[config.mk]
export PLATFORM = sky130hd
export DESIGN_NAME = mc_controller_flat
export DESIGN_NICKNAME = d
export VERILOG_FILES = /design/src/rtl/mc_controller_if.sv /design/src/rtl/mc_controller.sv /design/src/flat_wrapper.sv
export SDC_FILE = /design/constraint.sdc
export NUM_CORES = 1
export LEC_CHECK = 0
export ABC_AREA = 1
export CAP_MARGIN = 5
export CORE_MARGIN = 4
export CORE_UTILIZATION = 42
export CTS_BUF_LIST = sky130_fd_sc_hd__clkbuf_16
export DETAILED_ROUTE_END_ITERATION = 10
export PLACE_DENSITY = 0.84
export SYNTH_ARGS = -nofsm -noshare
export SYNTH_HDL_FRONTEND = slang
export SYNTH_SLANG_ARGS = --single-unit
[constraint.sdc]
create_clock -name clk -period 1.55 [get_ports clk]
set_clock_uncertainty 0.2 [all_clocks]
set_input_delay 0.31 -clock clk [delete_from_list [all_inputs] [get_ports clk]]
set_output_delay 0.31 -clock clk [all_outputs]
set_load 0.05 [all_outputs]
[src/rtl/mc_controller_if.sv]
// Handshake and datapath-control bundle between the multicycle controller
// and its datapath/memory side.
interface mc_controller_if;
    logic [5:0] opcode;
    logic       mem_ready;

    logic       mem_req;
    logic       iord;
    logic       memwrite;
    logic       irwrite;
    logic       pcwrite;
    logic       branch;
    logic       regwrite;
    logic       regdst;
    logic       memtoreg;
    logic       alusrca;
    logic [1:0] alusrcb;
    logic [1:0] pcsrc;
    logic [1:0] aluop;
    logic       illegal_op;
    logic       instr_done;

    modport master (
        input  opcode, mem_ready,
        output mem_req, iord, memwrite, irwrite, pcwrite, branch, regwrite,
               regdst, memtoreg, alusrca, alusrcb, pcsrc, aluop,
               illegal_op, instr_done
    );

    modport slave (
        output opcode, mem_ready,
        input  mem_req, iord, memwrite, irwrite, pcwrite, branch, regwrite,
               regdst, memtoreg, alusrca, alusrcb, pcsrc, aluop,
               illegal_op, instr_done
    );
endinterface

[src/rtl/mc_controller.sv]
// Multicycle MIPS-subset main controller: Moore FSM sequencing the datapath
// through fetch/decode/execute plus a retired-instruction counter.
module mc_controller #(
    parameter int CNT_W = 16
) (
    input  logic             clk,
    input  logic             rst_n,
    mc_controller_if.master  bus,
    output logic [3:0]       state_o,
    output logic [CNT_W-1:0] retired
);

    typedef enum logic [3:0] {
        FETCH   = 4'd0,
        DECODE  = 4'd1,
        MEMADR  = 4'd2,
        MEMRD   = 4'd3,
        MEMWB   = 4'd4,
        MEMWR   = 4'd5,
        RTYPEEX = 4'd6,
        RTYPEWB = 4'd7,
        BEQEX   = 4'd8,
        ADDIEX  = 4'd9,
        ADDIWB  = 4'd10,
        JEX     = 4'd11
    } state_t;

    localparam logic [5:0] OP_LW   = 6'b100011;
    localparam logic [5:0] OP_SW   = 6'b101011;
    localparam logic [5:0] OP_RTYP = 6'b000000;
    localparam logic [5:0] OP_BEQ  = 6'b000100;
    localparam logic [5:0] OP_ADDI = 6'b001000;
    localparam logic [5:0] OP_J    = 6'b000010;

    state_t state;

    assign state_o = state;

    // NOTE: all state uses non-blocking assignments so every register samples
    // pre-edge values; reset is synchronous because the surrounding design
    // samples rst_n on the clock.
    always_ff @(posedge clk) begin
        if (!rst_n) begin
            state   <= FETCH;
            retired <= '0;
        end else begin
            if (bus.instr_done)
                retired <= retired + 1'b1;
            case (state)
                FETCH:   if (bus.mem_ready) state <= DECODE;
                DECODE: begin
                    case (bus.opcode)
                        OP_LW, OP_SW: state <= MEMADR;
                        OP_RTYP:      state <= RTYPEEX;
                        OP_BEQ:       state <= BEQEX;
                        OP_ADDI:      state <= ADDIEX;
                        OP_J:         state <= JEX;
                        default:      state <= FETCH;
                    endcase
                end
                MEMADR:  state <= (bus.opcode == OP_SW) ? MEMWR : MEMRD;
                MEMRD:   if (bus.mem_ready) state <= MEMWB;
                MEMWR:   if (bus.mem_ready) state <= FETCH;
                RTYPEEX: state <= RTYPEWB;
                ADDIEX:  state <= ADDIWB;
                default: state <= FETCH;
            endcase
        end
    end

    // NOTE: every output gets a default before the case so no latch is
    // inferred for outputs a state leaves unmentioned.
    always_comb begin
        bus.mem_req    = 1'b0;
        bus.iord       = 1'b0;
        bus.memwrite   = 1'b0;
        bus.irwrite    = 1'b0;
        bus.pcwrite    = 1'b0;
        bus.branch     = 1'b0;
        bus.regwrite   = 1'b0;
        bus.regdst     = 1'b0;
        bus.memtoreg   = 1'b0;
        bus.alusrca    = 1'b0;
        bus.alusrcb    = 2'b00;
        bus.pcsrc      = 2'b00;
        bus.aluop      = 2'b00;
        bus.illegal_op = 1'b0;
        bus.instr_done = 1'b0;
        case (state)
            FETCH: begin
                bus.mem_req = 1'b1;
                bus.alusrcb = 2'b01;
                bus.irwrite = bus.mem_ready;
                bus.pcwrite = bus.mem_ready;
            end
            DECODE: begin
                bus.alusrcb = 2'b11;
                case (bus.opcode)
                    OP_LW, OP_SW, OP_RTYP, OP_BEQ, OP_ADDI, OP_J: ;
                    default: bus.illegal_op = 1'b1;
                endcase
            end
            MEMADR, ADDIEX: begin
                bus.alusrca = 1'b1;
                bus.alusrcb = 2'b10;
            end
            MEMRD: begin
                bus.mem_req = 1'b1;
                bus.iord    = 1'b1;
            end
            MEMWR: begin
                // Write strobe is held for the whole wait; retirement only on completion.
                bus.mem_req    = 1'b1;
                bus.iord       = 1'b1;
                bus.memwrite   = 1'b1;
                bus.instr_done = bus.mem_ready;
            end
            MEMWB: begin
                bus.regwrite   = 1'b1;
                bus.memtoreg   = 1'b1;
                bus.instr_done = 1'b1;
            end
            RTYPEEX: begin
                bus.alusrca = 1'b1;
                bus.aluop   = 2'b10;
            end
            RTYPEWB: begin
                bus.regwrite   = 1'b1;
                bus.regdst     = 1'b1;
                bus.instr_done = 1'b1;
            end
            ADDIWB: begin
                bus.regwrite   = 1'b1;
                bus.instr_done = 1'b1;
            end
            BEQEX: begin
                bus.alusrca    = 1'b1;
                bus.aluop      = 2'b01;
                bus.pcsrc      = 2'b01;
                bus.branch     = 1'b1;
                bus.instr_done = 1'b1;
            end
            JEX: begin
                bus.pcsrc      = 2'b10;
                bus.pcwrite    = 1'b1;
                bus.instr_done = 1'b1;
            end
            default: ;
        endcase
    end

endmodule

[src/flat_wrapper.sv]
// flat-port wrapper written by rule: the top's interface ports become plain ports
module mc_controller_flat 
#(
    parameter int CNT_W = 16
)
  (clk, rst_n, state_o, retired, bus_opcode, bus_mem_ready, bus_mem_req, bus_iord, bus_memwrite, bus_irwrite, bus_pcwrite, bus_branch, bus_regwrite, bus_regdst, bus_memtoreg, bus_alusrca, bus_alusrcb, bus_pcsrc, bus_aluop, bus_illegal_op, bus_instr_done);
  mc_controller_if bus_i ();
  input  logic clk;
  input  logic rst_n;
  output logic [3:0] state_o;
  output logic [CNT_W-1:0] retired;
  input wire logic [$bits(bus_i.opcode)-1:0] bus_opcode;
  input wire logic [$bits(bus_i.mem_ready)-1:0] bus_mem_ready;
  output wire logic [$bits(bus_i.mem_req)-1:0] bus_mem_req;
  output wire logic [$bits(bus_i.iord)-1:0] bus_iord;
  output wire logic [$bits(bus_i.memwrite)-1:0] bus_memwrite;
  output wire logic [$bits(bus_i.irwrite)-1:0] bus_irwrite;
  output wire logic [$bits(bus_i.pcwrite)-1:0] bus_pcwrite;
  output wire logic [$bits(bus_i.branch)-1:0] bus_branch;
  output wire logic [$bits(bus_i.regwrite)-1:0] bus_regwrite;
  output wire logic [$bits(bus_i.regdst)-1:0] bus_regdst;
  output wire logic [$bits(bus_i.memtoreg)-1:0] bus_memtoreg;
  output wire logic [$bits(bus_i.alusrca)-1:0] bus_alusrca;
  output wire logic [$bits(bus_i.alusrcb)-1:0] bus_alusrcb;
  output wire logic [$bits(bus_i.pcsrc)-1:0] bus_pcsrc;
  output wire logic [$bits(bus_i.aluop)-1:0] bus_aluop;
  output wire logic [$bits(bus_i.illegal_op)-1:0] bus_illegal_op;
  output wire logic [$bits(bus_i.instr_done)-1:0] bus_instr_done;
  assign bus_i.opcode = bus_opcode;
  assign bus_i.mem_ready = bus_mem_ready;
  assign bus_mem_req = bus_i.mem_req;
  assign bus_iord = bus_i.iord;
  assign bus_memwrite = bus_i.memwrite;
  assign bus_irwrite = bus_i.irwrite;
  assign bus_pcwrite = bus_i.pcwrite;
  assign bus_branch = bus_i.branch;
  assign bus_regwrite = bus_i.regwrite;
  assign bus_regdst = bus_i.regdst;
  assign bus_memtoreg = bus_i.memtoreg;
  assign bus_alusrca = bus_i.alusrca;
  assign bus_alusrcb = bus_i.alusrcb;
  assign bus_pcsrc = bus_i.pcsrc;
  assign bus_aluop = bus_i.aluop;
  assign bus_illegal_op = bus_i.illegal_op;
  assign bus_instr_done = bus_i.instr_done;
  mc_controller #(.CNT_W(CNT_W)) u_core (.clk(clk), .rst_n(rst_n), .bus(bus_i), .state_o(state_o), .retired(retired));
endmodule
==> out/qor.csv, run 1 <==
stage;metric;value;unit
status;error_line;[ERROR DPL-0038] Utilization greater than 100%, impossible to legalize;
cts;cts_max_level;1;
cts;cts_buffers;3;
global_routing;grt_max_degree;16;
die;pin_count;47;
yosys;syn-instance-count;247;
die;core.rowCount;21;
die;dieWidth;68.3;um
place;detailed_place_hpwl;5090;um
place;placed_cells;382;
yosys;synth_area;1530;um2
yosys;seq_area_frac_synth;0.262;
sta;endpoint_type;primary output;
status;stop_stage;global routing (5_1_grt);
die;initial_core_util;0.448;
cts;cts.path.max_buffers;2;
cts;root_buffer;clkbuf_16;
place;port_buffers;46;
yosys;ys_ff_latch;20;
yosys;ys_warn_count;0;
cts;clock_sinks;20;
place;globalplace.congestion;0.937;
die;fp.dieH;68.3;um
yosys;syn_nets;257;
sta;worstEndpointGrtRepair;bus_instr_done;
yosys;synth_cell_types;25;
yosys;syn_avg_cell_area;6.19;um2
status;status;aborted with a tool error;
==> through the flow <==
step | worst slack (ns) | instance area, um2
after floorplan | -0.196 | 1730
after global placement | -0.426 | 2910
after detailed placement | -0.490 | 2910
after CTS | -0.323 | 3270
==> what timing repair did <==
item | CTS
resized for setup | 49
pin swaps | 15
setup buffers | 11
endpoints found under the setup margin | 38
cloned | 1
hold buffers | 0
==> cell families after synthesis <==
logic type | share of synthesized area
fa+ha+maj | 0.00818
buf+inv | 0.110
xor+xnor | 0.0229
compound gates | 0.105
simple gates | 0.492
flops | 0.262
==> Yosys cell counts <==
cell type  number  area (um2)
nand2_1        62         233
nor2_1         37         139
nand3_1        27         135
inv_1          26        97.6
dfxtp_1        20         400
nand2_2        13        81.3
a21oi_1        12        60.1
a21oi_2         9        78.8
nand4_1         8        50.1
nor2_2          6        37.5
buf_4           4        30.0
inv_2           3        11.3
nand3_2         3        30.0
o21ai_0         3        15.0
nor2_4          2        22.5
xnor2_1         2        17.5
xor2_1          2        17.5
a31oi_1         1        6.26
buf_6           1        11.3
buf_8           1        15.0
clkbuf_1        1        3.75
ha_1            1        12.5
nand2_4         1        11.3
nand3b_1        1        7.51
nor3_1          1        5.00
==> run 2, diff against run 1 <==
--- a/config.mk
+++ b/config.mk
@@ -8,10 +8,9 @@
 export ABC_AREA = 1
 export CAP_MARGIN = 5
 export CORE_MARGIN = 4
-export CORE_UTILIZATION = 42
-export CTS_BUF_LIST = sky130_fd_sc_hd__clkbuf_16
+export CORE_UTILIZATION = 40
 export DETAILED_ROUTE_END_ITERATION = 10
-export PLACE_DENSITY = 0.84
+export PLACE_DENSITY_LB_ADDON = 0.15
 export SYNTH_ARGS = -nofsm -noshare
 export SYNTH_HDL_FRONTEND = slang
 export SYNTH_SLANG_ARGS = --single-unit
==> constraint.sdc (replaced) <==
create_clock -name clk -period 2 [get_ports clk]
set_clock_uncertainty 0.2 [all_clocks]
set_input_delay 0.4 -clock clk [delete_from_list [all_inputs] [get_ports clk]]
set_output_delay 0.4 -clock clk [all_outputs]
set_load 0.05 [all_outputs]
==> run 2 against run 1 <==
Against the previous run: the run now ends clean; synthesized cell count is the same; area after synthesis stayed put.
==> out/qor.csv, run 2 <==
stage;metric;value;unit
yosys;ys_top_cells_by_area;dfxtp_1 (26%), nand2_1 (15%), nor2_1 (9.1%);
route;drtIter0Drc;78;
cts;clock_sinks;20;
critical_path;setup.worst_path.class;reg2out;
critical_path;cp_max_fo;5;
cells_and_area;antenna_cells;0;
cts;cts_tree;yes;
sta;min_period_over_period;0.987;
global_routing;grt_pass1_wl;7310;um
cells_and_area;drive_gt1_frac;0.408;
route;vias;1766;
cts;clk_pin_slew;0.07;ns
die;pin_count;47;
critical_path;crit_chain;inv_4 -> nor2_4 -> inv_2 -> nor2_4 -> nor2_4 -> nand2_4 -> buf_12;
yosys;synthTopCellsByCount;nand2_1 (62), nor2_1 (37), nand3_1 (27);
die;fp.dieH;69.8;um
critical_path;crit_arrival;1.37;ns
job;cap_violations;0;
global_routing;antenna_found_initial;0;
critical_path;rr_endpoint;u_core.retired[8];
critical_path;crit_buf_inv;3;
cells_and_area;postLayoutCellArea;2440;um2
route;first_pass_iters;4;
critical_path;cpPeakStageDelay;0.36;ns
cells_and_area;final_common_cell;nand2_1;
critical_path;startpoint;u_core.state_o[3];
cts;cts_max_level;1;
route;wl;4210;um
critical_path;cp.required;1.40;ns
sta;relSlewSlack;0.801;
place;placedInstanceArea;2270;um2
global_routing;grtUsageTotal;0.176;
critical_path;reg2reg_depth;7;
cells_and_area;area_delta_synth_final;59.3;%
place;placed_cells;351;
power_and_ir_drop;power.leakage;1.02;nW
sta;fin_crit;1.97;ns
yosys;synth_area;1530;um2
critical_path;cp_common_cell;nor2_4;
yosys;synth.most_common_cell;nand2_1;
sta;worst_slew_pin_slew;0.298;ns
route;avgRoutedWirePerCell;11.7;um
sta;maxSlewViolCount;0;
cells_and_area;stdcell_count;359;
worst_hold_path;min_path_type;reg2reg;
yosys;synth_edf_count;0;
route;drc_errors;0;
cells_and_area;largest_reg_flops;16;
yosys;synth_top_area_frac;0.262;
sta;setup_viol;0;
place;port_buffers;46;
critical_path;timing.critical_path.to;bus_instr_done;
yosys;synth_area_leader_cell;dfxtp_1;
sta;fin_tns_setup;0;ns
place;detailed_place_hpwl;3410;um
global_routing;grt_max_degree;14;
yosys;seq_area_frac_synth;0.262;
global_routing;overflow;0;
yosys;ys_warn_count;0;
die;dieWidth;69.8;um
die;initial_core_util;0.415;
cells_and_area;nets;322;
critical_path;setup.worst_path.start_class;flip-flop;
route;via_per_inst;4.92;
critical_path;cp_top_family;simple AND/OR/NAND/NOR gates;
die;core.rowCount;22;
place;globalplace.congestion;0.915;
cells_and_area;largest_register;u_core.retired;
status;status;complete, no violations;
power_and_ir_drop;total_power;0.962;mW
cts;root_buffer;clkbuf_8;
sta;final.setup.worst_slack;0.0262;ns
route;drtAntennaViolNets;0;
die;die-area;4880;um2
yosys;syn_avg_cell_area;6.19;um2
yosys;syn-instance-count;247;
die;core_area;3690;um2
yosys;synth-async-reset-ratio;0;
sta;rsz0062_at_grt;true;
cts;insertion_delay;0.26;ns
critical_path;worstSetupPathDepth;7;
cts;cts.path.max_buffers;2;
yosys;synth_cell_types;25;
sta;fmax;507;MHz
critical_path;worstSetupEndpointType;output port;
cts;cts_buffers;3;
global_routing;grt_pass1_vias;1648;
place;pre_cts_slack;-0.189;ns
sta;hold_viol;0;
critical_path;cp_slowest_cell;dfxtp_2;
power_and_ir_drop;irDropWorstVdd;0.300;mV
power_and_ir_drop;p_per_area;395;nW/um2
cells_and_area;final_cell_mix;nand2_1 (56), buf_4 (41), nor2_1 (31);
critical_path;r2r_setup_slack;0.20;ns
yosys;syn_nets;257;
critical_path;worstReg2RegStart;u_core.retired[0];
yosys;ys.flop_type;dfxtp_1;
yosys;ys_ff_latch;20;
run 2: cells by family after synthesis:
logic type,Yosys count,synth area share
AO/OA/AOI/OAI,25,0.105
XOR/XNOR,4,0.0229
adder cells (fa/ha/maj),1,0.00818
buffers and inverters,36,0.110
flip-flops,20,0.262
AND/OR/NAND/NOR,161,0.492
run 2: where the power goes:
group / switching [mW] / internal [mW] / leakage (nW) / total, mW
clock network: 0.133 / 0.175 / 0.0288 / 0.308
logic: 0.143 / 0.106 / 0.829 / 0.249
registers: 0.00585 / 0.399 / 0.164 / 0.405
total: 0.283 / 0.680 / 1.02 / 0.962
run 2: layer usage:
layer | global-route usage | vias up | share of wire
met5 | 0 | - | 0
li1 | - | 918 | -
met3 | 0.0435 | 6 | 0.067
met1 | 0.228 | 787 | 0.44
met2 | 0.292 | 55 | 0.48
met4 | 0.0447 | 0 | 0.012
run 2: final cells by class:
cell class	instances	area (um2)
fillers	344	1250
multi-input cells	191	1050
repair buffers	67	736
flip-flops and latches	20	413
inverters	29	119
well taps	48	60.1
clock buffers	4	55.1
run 2: timing repair:
action | 4_1_cts | 5_1_grt
setup buffers | 1 | 3
setup endpoints to repair | 4 | 7
hold buffers | 0 | 0
gates resized for setup | 20 | 15
cloned | 0 | 0
pin swaps | 4 | 3
run 2: worst min-delay path: stages, from the launching register on:
cell and delay, ns:
dfxtp_1 0.35, nand3_1 0.09, a21oi_1 0.06
run 2: worst min-delay path by stage:
| stage | startpoint | end | cells past startpoint |
|---|---|---|---|
| floorplan | rst_n | u_core.state_o[1] | 2 |
| global placement | u_core.retired[15] | u_core.retired[15] | 2 |
| detailed placement | u_core.retired[15] | u_core.retired[15] | 2 |
| CTS | u_core.retired[15] | u_core.retired[15] | 2 |
| global route | u_core.retired[15] | u_core.retired[15] | 2 |
| finish | u_core.retired[15] | u_core.retired[15] | 2 |
run 2: metrics by stage:
stage          hold slack [ns]   util
2_1_floorplan            0.298      -
3_3_place_gp             0.321  0.616
3_5_place_dp             0.327  0.616
4_1_cts                  0.340  0.641
5_1_grt                  0.371  0.660
6_report                 0.339  0.660
(Power assumes the default switching activity.)
